File: config.mk
export PLATFORM = sky130hd
export DESIGN_NAME = mem_stage
export DESIGN_NICKNAME = d
export VERILOG_FILES = /design/src/rtl/mem_stage.sv
export SDC_FILE = /design/constraint.sdc
export NUM_CORES = 1
export LEC_CHECK = 0
export ABC_AREA = 1
export CAP_MARGIN = 30
export CORE_AREA = 2 2 144 146
export DETAILED_ROUTE_END_ITERATION = 12
export DIE_AREA = 0 0 146 148
export GPL_ROUTABILITY_DRIVEN = 0
export PLACE_DENSITY = 0.66
export SLEW_MARGIN = 40
export SYNTH_ARGS = -nofsm -noshare
export SYNTH_HDL_FRONTEND = slang
export SYNTH_SLANG_ARGS = --single-unit
export TNS_END_PERCENT = 1
File: constraint.sdc
create_clock -name clk -period 4.49 [get_ports clk]
set_clock_uncertainty 0.1 [all_clocks]
set_input_delay 1.347 -clock clk [delete_from_list [all_inputs] [get_ports clk]]
set_output_delay 1.347 -clock clk [all_outputs]
set_load 0.05 [all_outputs]
File: src/rtl/mem_stage.sv
// MEM stage of the multithreaded pipeline. Runs loads and stores over a
// req/gnt/rvalid data-memory handshake. Issues thread-control commands and
// drives the registered MEM/WB outputs that EX forwards from.
module mem_stage #(
  parameter int unsigned TIMEOUT = 255,
  parameter int unsigned NTRD    = 8
) (
  input  logic                    clk,
  input  logic                    rst_n,
  input  logic [31:0]             ins_mem,
  input  logic [31:0]             pc_mem,
  input  logic [31:0]             addr_mem,
  input  logic [31:0]             exe_data_mem,
  input  logic [$clog2(NTRD)-1:0] trd_mem,
  input  logic [4:0]              reg_wr_mem,
  input  logic                    wr_en_mem,
  input  logic                    wb_sel_mem,
  input  logic [1:0]              mem_ctrl_mem,
  input  logic [1:0]              trd_ctrl_mem,
  input  logic [$clog2(NTRD)-1:0] obj_trd_mem,
  input  logic                    stall,
  input  logic                    flushMEM,
  output logic                    dmem_req,
  output logic                    dmem_we,
  output logic [31:0]             dmem_addr,
  output logic [31:0]             dmem_wdata,
  input  logic                    dmem_gnt,
  input  logic                    dmem_rvalid,
  input  logic [31:0]             dmem_rdata,
  output logic                    trd_cmd_valid,
  output logic [1:0]              trd_cmd,
  output logic [$clog2(NTRD)-1:0] trd_cmd_id,
  output logic [$clog2(NTRD)-1:0] trd_cmd_src,
  output logic [31:0]             ins_wb,
  output logic [31:0]             pc_wb,
  output logic [$clog2(NTRD)-1:0] trd_wb,
  output logic [4:0]              reg_wr_wb,
  output logic                    wr_en_wb,
  output logic [31:0]             wb_data_wb,
  output logic                    stall_mem,
  output logic                    bus_err_mem
);

  localparam int unsigned TrdW = $clog2(NTRD);
  localparam int unsigned CntW = $clog2(TIMEOUT + 1);

  typedef enum logic [1:0] {
    StIdle,
    StReq,
    StRdWait,
    StDrain
  } state_e;

  state_e          state_q, state_d;
  logic [CntW-1:0] cnt_q, cnt_d;
  logic            retired_q, retired_d;

  logic [31:0]     ins_wb_q, pc_wb_q, wb_data_wb_q;
  logic [TrdW-1:0] trd_wb_q;
  logic [4:0]      reg_wr_wb_q;
  logic            wr_en_wb_q;

  logic is_load, is_store, need_acc, aligned, misalign, timeout;
  logic req, done, tmo_hit, complete, err, retire, is_cmd;

  // Decode the instruction currently held in MEM.
  always_comb begin
    is_load  = (mem_ctrl_mem == 2'b01);
    is_store = (mem_ctrl_mem == 2'b10);
    need_acc = (is_load | is_store) & ~flushMEM & ~retired_q;
    aligned  = (addr_mem[1:0] == 2'b00);
    misalign = need_acc & ~aligned;
    timeout  = (state_q != StIdle) & (cnt_q == CntW'(TIMEOUT - 1));
    is_cmd   = (trd_ctrl_mem == 2'b01) | (trd_ctrl_mem == 2'b10);
  end

  // Access FSM: next state, request strobe and access-completion flags.
  always_comb begin
    state_d = state_q;
    req     = 1'b0;
    done    = 1'b0;
    tmo_hit = 1'b0;
    unique case (state_q)
      StIdle: begin
        req = need_acc & aligned;
        if (req) begin
          if (!dmem_gnt)    state_d = StReq;
          else if (is_load) state_d = StRdWait;
          else              done    = 1'b1;
        end
      end
      StReq: begin
        req = need_acc & aligned;
        if (!req) begin
          // Flushed (or address moved): drop the request.
          state_d = StIdle;
        end else if (dmem_gnt) begin
          if (is_load) begin
            state_d = StRdWait;
          end else begin
            done    = 1'b1;
            state_d = StIdle;
          end
        end else if (timeout) begin
          tmo_hit = 1'b1;
          state_d = StIdle;
        end
      end
      StRdWait: begin
        if (dmem_rvalid) begin
          // A flush in the same cycle just discards the data.
          done    = need_acc;
          state_d = StIdle;
        end else if (flushMEM) begin
          state_d = StDrain;
        end else if (timeout) begin
          tmo_hit = 1'b1;
          state_d = StIdle;
        end
      end
      StDrain: begin
        if (dmem_rvalid) begin
          state_d = StIdle;
        end else if (timeout) begin
          tmo_hit = 1'b1;
          state_d = StIdle;
        end
      end
      default: state_d = StIdle;
    endcase
  end

  // Timeout counter runs while waiting in one state and restarts on any move.
  always_comb begin
    cnt_d = '0;
    if ((state_q != StIdle) && (state_d == state_q)) begin
      cnt_d = cnt_q + CntW'(1);
    end
  end

  // Retire bookkeeping: a frozen instruction must not retire twice.
  always_comb begin
    err       = misalign | tmo_hit;
    complete  = ~need_acc | misalign | done | tmo_hit;
    retire    = complete & ~retired_q & ~flushMEM & (state_q != StDrain);
    retired_d = stall & (retired_q | retire);
  end

  // State, timeout counter and retired flag.
  always_ff @(posedge clk or negedge rst_n) begin
    if (!rst_n) begin
      state_q   <= StIdle;
      cnt_q     <= '0;
      retired_q <= 1'b0;
    end else begin
      state_q   <= state_d;
      cnt_q     <= cnt_d;
      retired_q <= retired_d;
    end
  end

  // MEM/WB register: loads on retire, otherwise holds with a write-enable bubble.
  always_ff @(posedge clk or negedge rst_n) begin
    if (!rst_n) begin
      ins_wb_q     <= '0;
      pc_wb_q      <= '0;
      trd_wb_q     <= '0;
      reg_wr_wb_q  <= '0;
      wb_data_wb_q <= '0;
      wr_en_wb_q   <= 1'b0;
    end else begin
      wr_en_wb_q <= retire & wr_en_mem & (reg_wr_mem != 5'd0) & ~err;
      if (retire) begin
        ins_wb_q     <= ins_mem;
        pc_wb_q      <= pc_mem;
        trd_wb_q     <= trd_mem;
        reg_wr_wb_q  <= reg_wr_mem;
        wb_data_wb_q <= wb_sel_mem ? dmem_rdata : exe_data_mem;
      end
    end
  end

  // Outputs. Combinational strobes are forced low while reset is asserted.
  always_comb begin
    dmem_req      = rst_n & req;
    dmem_we       = mem_ctrl_mem[1];
    dmem_addr     = addr_mem;
    dmem_wdata    = exe_data_mem;
    stall_mem     = rst_n & ((need_acc & aligned & ~complete) | (state_q == StDrain));
    bus_err_mem   = rst_n & err;
    trd_cmd_valid = rst_n & retire & is_cmd;
    trd_cmd       = trd_ctrl_mem;
    trd_cmd_id    = obj_trd_mem;
    trd_cmd_src   = trd_mem;
    ins_wb        = ins_wb_q;
    pc_wb         = pc_wb_q;
    trd_wb        = trd_wb_q;
    reg_wr_wb     = reg_wr_wb_q;
    wr_en_wb      = wr_en_wb_q;
    wb_data_wb    = wb_data_wb_q;
  end

endmodule

# --- Yosys cells after proc, flatten, opt, wreduce, memory -nomap -nowiden ---
# Index checks and enable logic that the tools add are counted.
totals:
  word_cells: 84
  inputBits: 183
  reg_bits: 116
  out_inout_bits: 182
classes:
  n_mux: 26
  n_reduce_logical: 6
  n_addsub: 1
  n_bitwise: 32
  n_eq_ne: 10
ops:
  columns: ["operator", "count"]
  rows:
  - ["2-to-1 mux 32 bit", 1]
  - ["2-to-1 mux 2 bit", 10]
  - ["AND 1 bit", 18]
  - ["2-to-1 mux 1 bit", 11]
  - ["adder 8 x 1 -> 8 bit, second input constant", 1]
  - ["equality test 2 bit, second input constant", 4]
  - ["equality test 8 bit, second input constant", 1]
  - ["2-to-1 mux 8 bit", 1]
  - ["bitwise OR 1 bit", 8]
  - ["one-hot mux 2 bit (4 select lines)", 1]
  - ["equality test 2 x 1 -> 1 bit, second input constant", 3]
  - ["inverter 1 bit", 6]
  - ["nonzero test 5 bit", 1]
  - ["logical NOT 2 bit", 2]
  - ["one-hot mux 1 bit (3 select lines)", 1]
  - ["equality test 2 bit", 1]
  - ["!= test 2 bit, second input constant", 1]
  - ["one-hot mux 1 bit (2 select lines)", 1]
  - ["nonzero test 2 bit", 1]
  - ["OR reduction 2 bit", 1]
  - ["logical AND 1 bit", 1]

# --- Logic depth before layout (Yosys ltp) ---
logic_depth:
  ltp_word: 15
  depth_mapped: 14
  ltp_nobuf: 12

# --- Worst setup path after synthesis ---
# No wires, ideal clock.
synth_path:
  path_kind: "input port to output port"
  from: "input port mem_ctrl_mem[1]"
  to: "output port stall_mem"
  path_buffers: 1
  arrival_time_ns: 3.220
  slack_ns: -0.177
  cell_stages: 9
  required_ns: 3.043
  path_cell_list: "inv_1 ha_1 inv_1 nand2_1 nor2_2 nor3b_1 nand2_2 clkbuf_1 a21oi_1"
synth_between:
  elab_chain_len: 13
  elab_cells_between_ends: 22
  cone_classes: "eq/ne: 2; mux: 7; bitwise: 13"
synth_rtl:
  columns: ["item", "line", "text"]
  rows:
  - ["from (decl)", "18", "input logic [1:0] mem_ctrl_mem,"]
  - ["equality test 2 x 1 -> 1 bit / equality test 2 bit (equally long branches)", "68, 69", null]
  - ["bitwise OR 1 bit", "70", "need_acc = (is_load | is_store) & ~flushMEM & ~retired_q;"]
  - ["AND 1 bit (2 in series)", "70", null]
  - ["AND 1 bit", "85, 93, 189", null]
  - ["2-to-1 mux 1 bit", "86", "if (req) begin"]
  - ["one-hot mux 1 bit (2 select lines)", "83", "unique case (state_q)"]
  - ["bitwise OR 1 bit (2 in series)", "144", "complete = ~need_acc | misalign | done | tmo_hit;"]
  - ["inverter 1 bit", "189", "stall_mem = rst_n & ((need_acc & aligned & ~complete) | (state_q == StDrain));"]
  - ["AND 1 bit *", "189", null]
  - ["bitwise OR 1 bit *", "189", null]
  - ["AND 1 bit *", "189", null]
  - ["to (decl)", "40", "output logic stall_mem,"]
# Mark *: on every way between the ends. The rest lies on a longest branch, timed or not.

# --- Final worst setup path ---
layout_path:
  from: "input port flushMEM"
  to: "output port trd_cmd_valid"
layout_between:
  elab_chain_len: 13
  elab_cells_between_ends: 21
  cone_classes: "mux: 7; bitwise: 14"
layout_rtl:
  columns: ["item", "line", "text"]
  rows:
  - ["from (decl)", "22", "input logic flushMEM,"]
  - ["inverter 1 bit", "70, 145", null]
  - ["AND 1 bit (2 in series)", "70", null]
  - ["AND 1 bit", "85, 93", null]
  - ["2-to-1 mux 1 bit", "86", null]
  - ["one-hot mux 1 bit (2 select lines)", "83", null]
  - ["bitwise OR 1 bit (2 in series)", "144", null]
  - ["AND 1 bit", "145", "retire = complete & ~retired_q & ~flushMEM & (state_q != StDrain);"]
  - ["AND 1 bit * (2 in series)", "145", null]
  - ["AND 1 bit * (2 in series)", "191", "trd_cmd_valid = rst_n & retire & is_cmd;"]
  - ["to (decl)", "30", "output logic trd_cmd_valid,"]
# Marks and branches as above.

==> flow_summary.toml <==
[final_layout]
final-seq-area_um2 = 2900
syn2layout_area_growth_pct = 58.1
multi_input_area_um2 = 2250
final_common_cell = "clkdlybuf4s50_1"
antenna_cells = 0
final_cells = 1170
final_cell_mix = "280 x clkdlybuf4s50_1, 220 x nand2_1, 116 x dfrtp_1"
drive_gt1_frac = 0.130
fin_util = 0.466
final_nets = 1073
fillerInstances = 1939

[routing]
via_per_inst = 4.75
post-route-drc-count = 0
antenna_left = 0
first_iter_violations = 214
wl_mm = 19.6
vias = 5555
firstDrtPassIters = 4
wl_per_cell_um = 16.7

[sta]
post-route-period-util = 0.962
setup_viol = 0
min_period_ns = 4.32
rsz0062_at_grt = "false"
max_slew_margin = 0.460
timing.fmax_mhz = 232
maxSlewViolCount = 0
finalHoldViolations = 0
worst_pin_slew_ns = 0.810
setup_tns_ns = 0

[power]
seqPwrFrac = 0.314
ir_drop_mv = 0.227
p_int_uw = 2580
clockPowerShare = 0.342
fin_total_pwr_uw = 4060
sw_frac_of_total = 0.365
p_leak_uw = 0.00427
p_per_area_nw_per_um2 = 435
p_comb_frac = 0.344
switchingPower_uw = 1480

[placement]
dp_cells = 1127
dp_hpwl_mm = 13.5
io_buffers = 298

[die]
rows = 52
core_area_um2 = 20000
fp.dieW_um = 146
die-area_um2 = 21600
initial_core_util = 0.295
die_y_um = 148
num_io_pins = 365

[clock_network]
h-tree-depth = 4
cts.sinks = 116
clkSlewWorstSetupHoldPaths_ns = 0.05
clk-insertion-delay-late_ns = 0.40
cts_tree = "yes"
cts_buffers = 17
postCtsHoldBufs = 0
cts-root-buf = "clkbuf_16"
clockBufferDepth = 2

[global_routing]
grt_max_degree = 82
antenna_found_initial = 0
grt_pass1_vias = 5604
grt_first_pass_wirelength_mm = 31.0
gr-usage-all-layers = 0.182
grt_overflow_total = 0

[setup_path]
cp.required_ns = 3.04
r2r-end = "retired_q"
cp.arrival_ns = 2.87
critPathMaxFanout = 4
path_class = "primary input to output pin"
rrSetupSlack_ns = 1.57
startpoint_type = "primary input"
reg2reg_depth = 12
reg2reg_from = "retired_q"
endpoint_kind = "output pin"

[logic_synthesis]
synth_area_per_cell_um2 = 8.85
syn_area_um2 = 5900
ys_seq_area_frac = 0.492
ys_ff_latch = 116
yosys_warnings = 0
syn_nets = 853
ys_types = 25
syn-instance-count = 667

[min_path]
min-delay-start = "wb_data_wb[0]"
whs_endpoint = "wb_data_wb[0]"
min_path_type = "flip-flop to flip-flop"
hold_depth = 2

[job]
maxCapViolCount = 0

[status]
status = "finished, final reports clean"
## worst max path at each step
stage                    startpoint       endpoint  slack, ns  cells after the start
floorplan           mem_ctrl_mem[1]       dmem_req      -0.17                      5
global placement    mem_ctrl_mem[1]  trd_cmd_valid      -0.17                     13
detailed placement  mem_ctrl_mem[1]  trd_cmd_valid      -0.21                     13
CTS                 mem_ctrl_mem[0]  trd_cmd_valid       0.01                     12
global route               flushMEM  trd_cmd_valid       0.08                     11
finish                     flushMEM  trd_cmd_valid       0.17                     11
## what timing repair did
action / in CTS / in global routing
resized for setup: 9 / 4
pin swaps: 6 / 5
endpoints found under the setup margin: 3 / 3
buffers inserted: 7 / 4
## synthesized netlist by cell type, drive strengths merged
| cell type | count | area [um2] |
|---|---|---|
| nand2 | 225 | 847 |
| dfrtp | 116 | 2900 |
| nand4 | 106 | 663 |
| buf | 92 | 652 |
| mux2 | 32 | 360 |
| clkbuf | 30 | 113 |
| nor2 | 19 | 81.3 |
| inv | 13 | 48.8 |
| nand3 | 9 | 50.1 |
| a21oi | 5 | 25.0 |
| xor2 | 5 | 43.8 |
| nor3 | 4 | 20.0 |
| ha | 3 | 37.5 |
| nand3b | 2 | 15.0 |
| xnor2 | 2 | 17.5 |
| nor3b | 1 | 7.51 |
| nor4 | 1 | 6.26 |
| o211ai | 1 | 7.51 |
| or2 | 1 | 6.26 |
## layout make-up
type,instances,share of cell area
Multi-Input combinational cell,416,0.242
Clock buffer,20,0.0479
Timing Repair Buffer,323,0.341
Sequential cell,116,0.311
Inverter,13,0.00523
Tap cell,270,0.0362
Clock inverter,12,0.0168
## registers in the layout, indices dropped and copies added, names as in the netlist
signal,count
retired_q,1
ins_wb,32
pc_wb,32
cnt_q,8
reg_wr_wb,5
trd_wb,3
wb_data_wb,32
wr_en_wb,1
state_q,2
## worst max-delay path, cell delays in order
cell	delay, ns
clkdlybuf4s50_1	0.46
nor2_4	0.16
nand2_4	0.07
nor2_4	0.12
nand3_2	0.10
nand2_2	0.08
nand2_2	0.06
nand2_4	0.12
nand3_4	0.08
nor2_4	0.12
buf_12	0.14
## cell families after synthesis
| group | share of synthesized area |
|---|---|
| muxes | 0.0610 |
| buffers and inverters | 0.138 |
| and+or+nand+nor | 0.287 |
| adders and majority gates | 0.00636 |
| xor gates and xnor gates | 0.0104 |
| DFF | 0.492 |
| AOI/OAI and AO/OA | 0.00551 |
## power groups by stage
stage	sequential (uW)	clock, uW	combinational, uW
6_report	1280	1390	1400
5_1_grt	1300	1480	1470
4_1_cts	1280	1430	1410
3_5_place_dp	1290	0	1400
3_3_place_gp	1290	0	1390
2_1_floorplan	1810	0	400
## through the flow
step | instance area [um2] | worst slack [ns] | hold slack, ns
final | 9330 | 0.172 | 0.366
after floorplan | 5910 | -0.168 | 0.332
after global routing | 9330 | 0.0782 | 0.389
after global placement | 8600 | -0.168 | 0.349
after detailed placement | 8600 | -0.211 | 0.357
after CTS | 9290 | 0.00971 | 0.372
## per-layer routing
layer | global-route usage | vias up | share of wire
met5 | 0 | - | 0
met4 | 0.0820 | 0 | 0.030
met3 | 0.0466 | 46 | 0.067
met2 | 0.302 | 242 | 0.49
met1 | 0.223 | 2637 | 0.41
li1 | - | 2630 | -
Power figures use the tool's default switching activity.
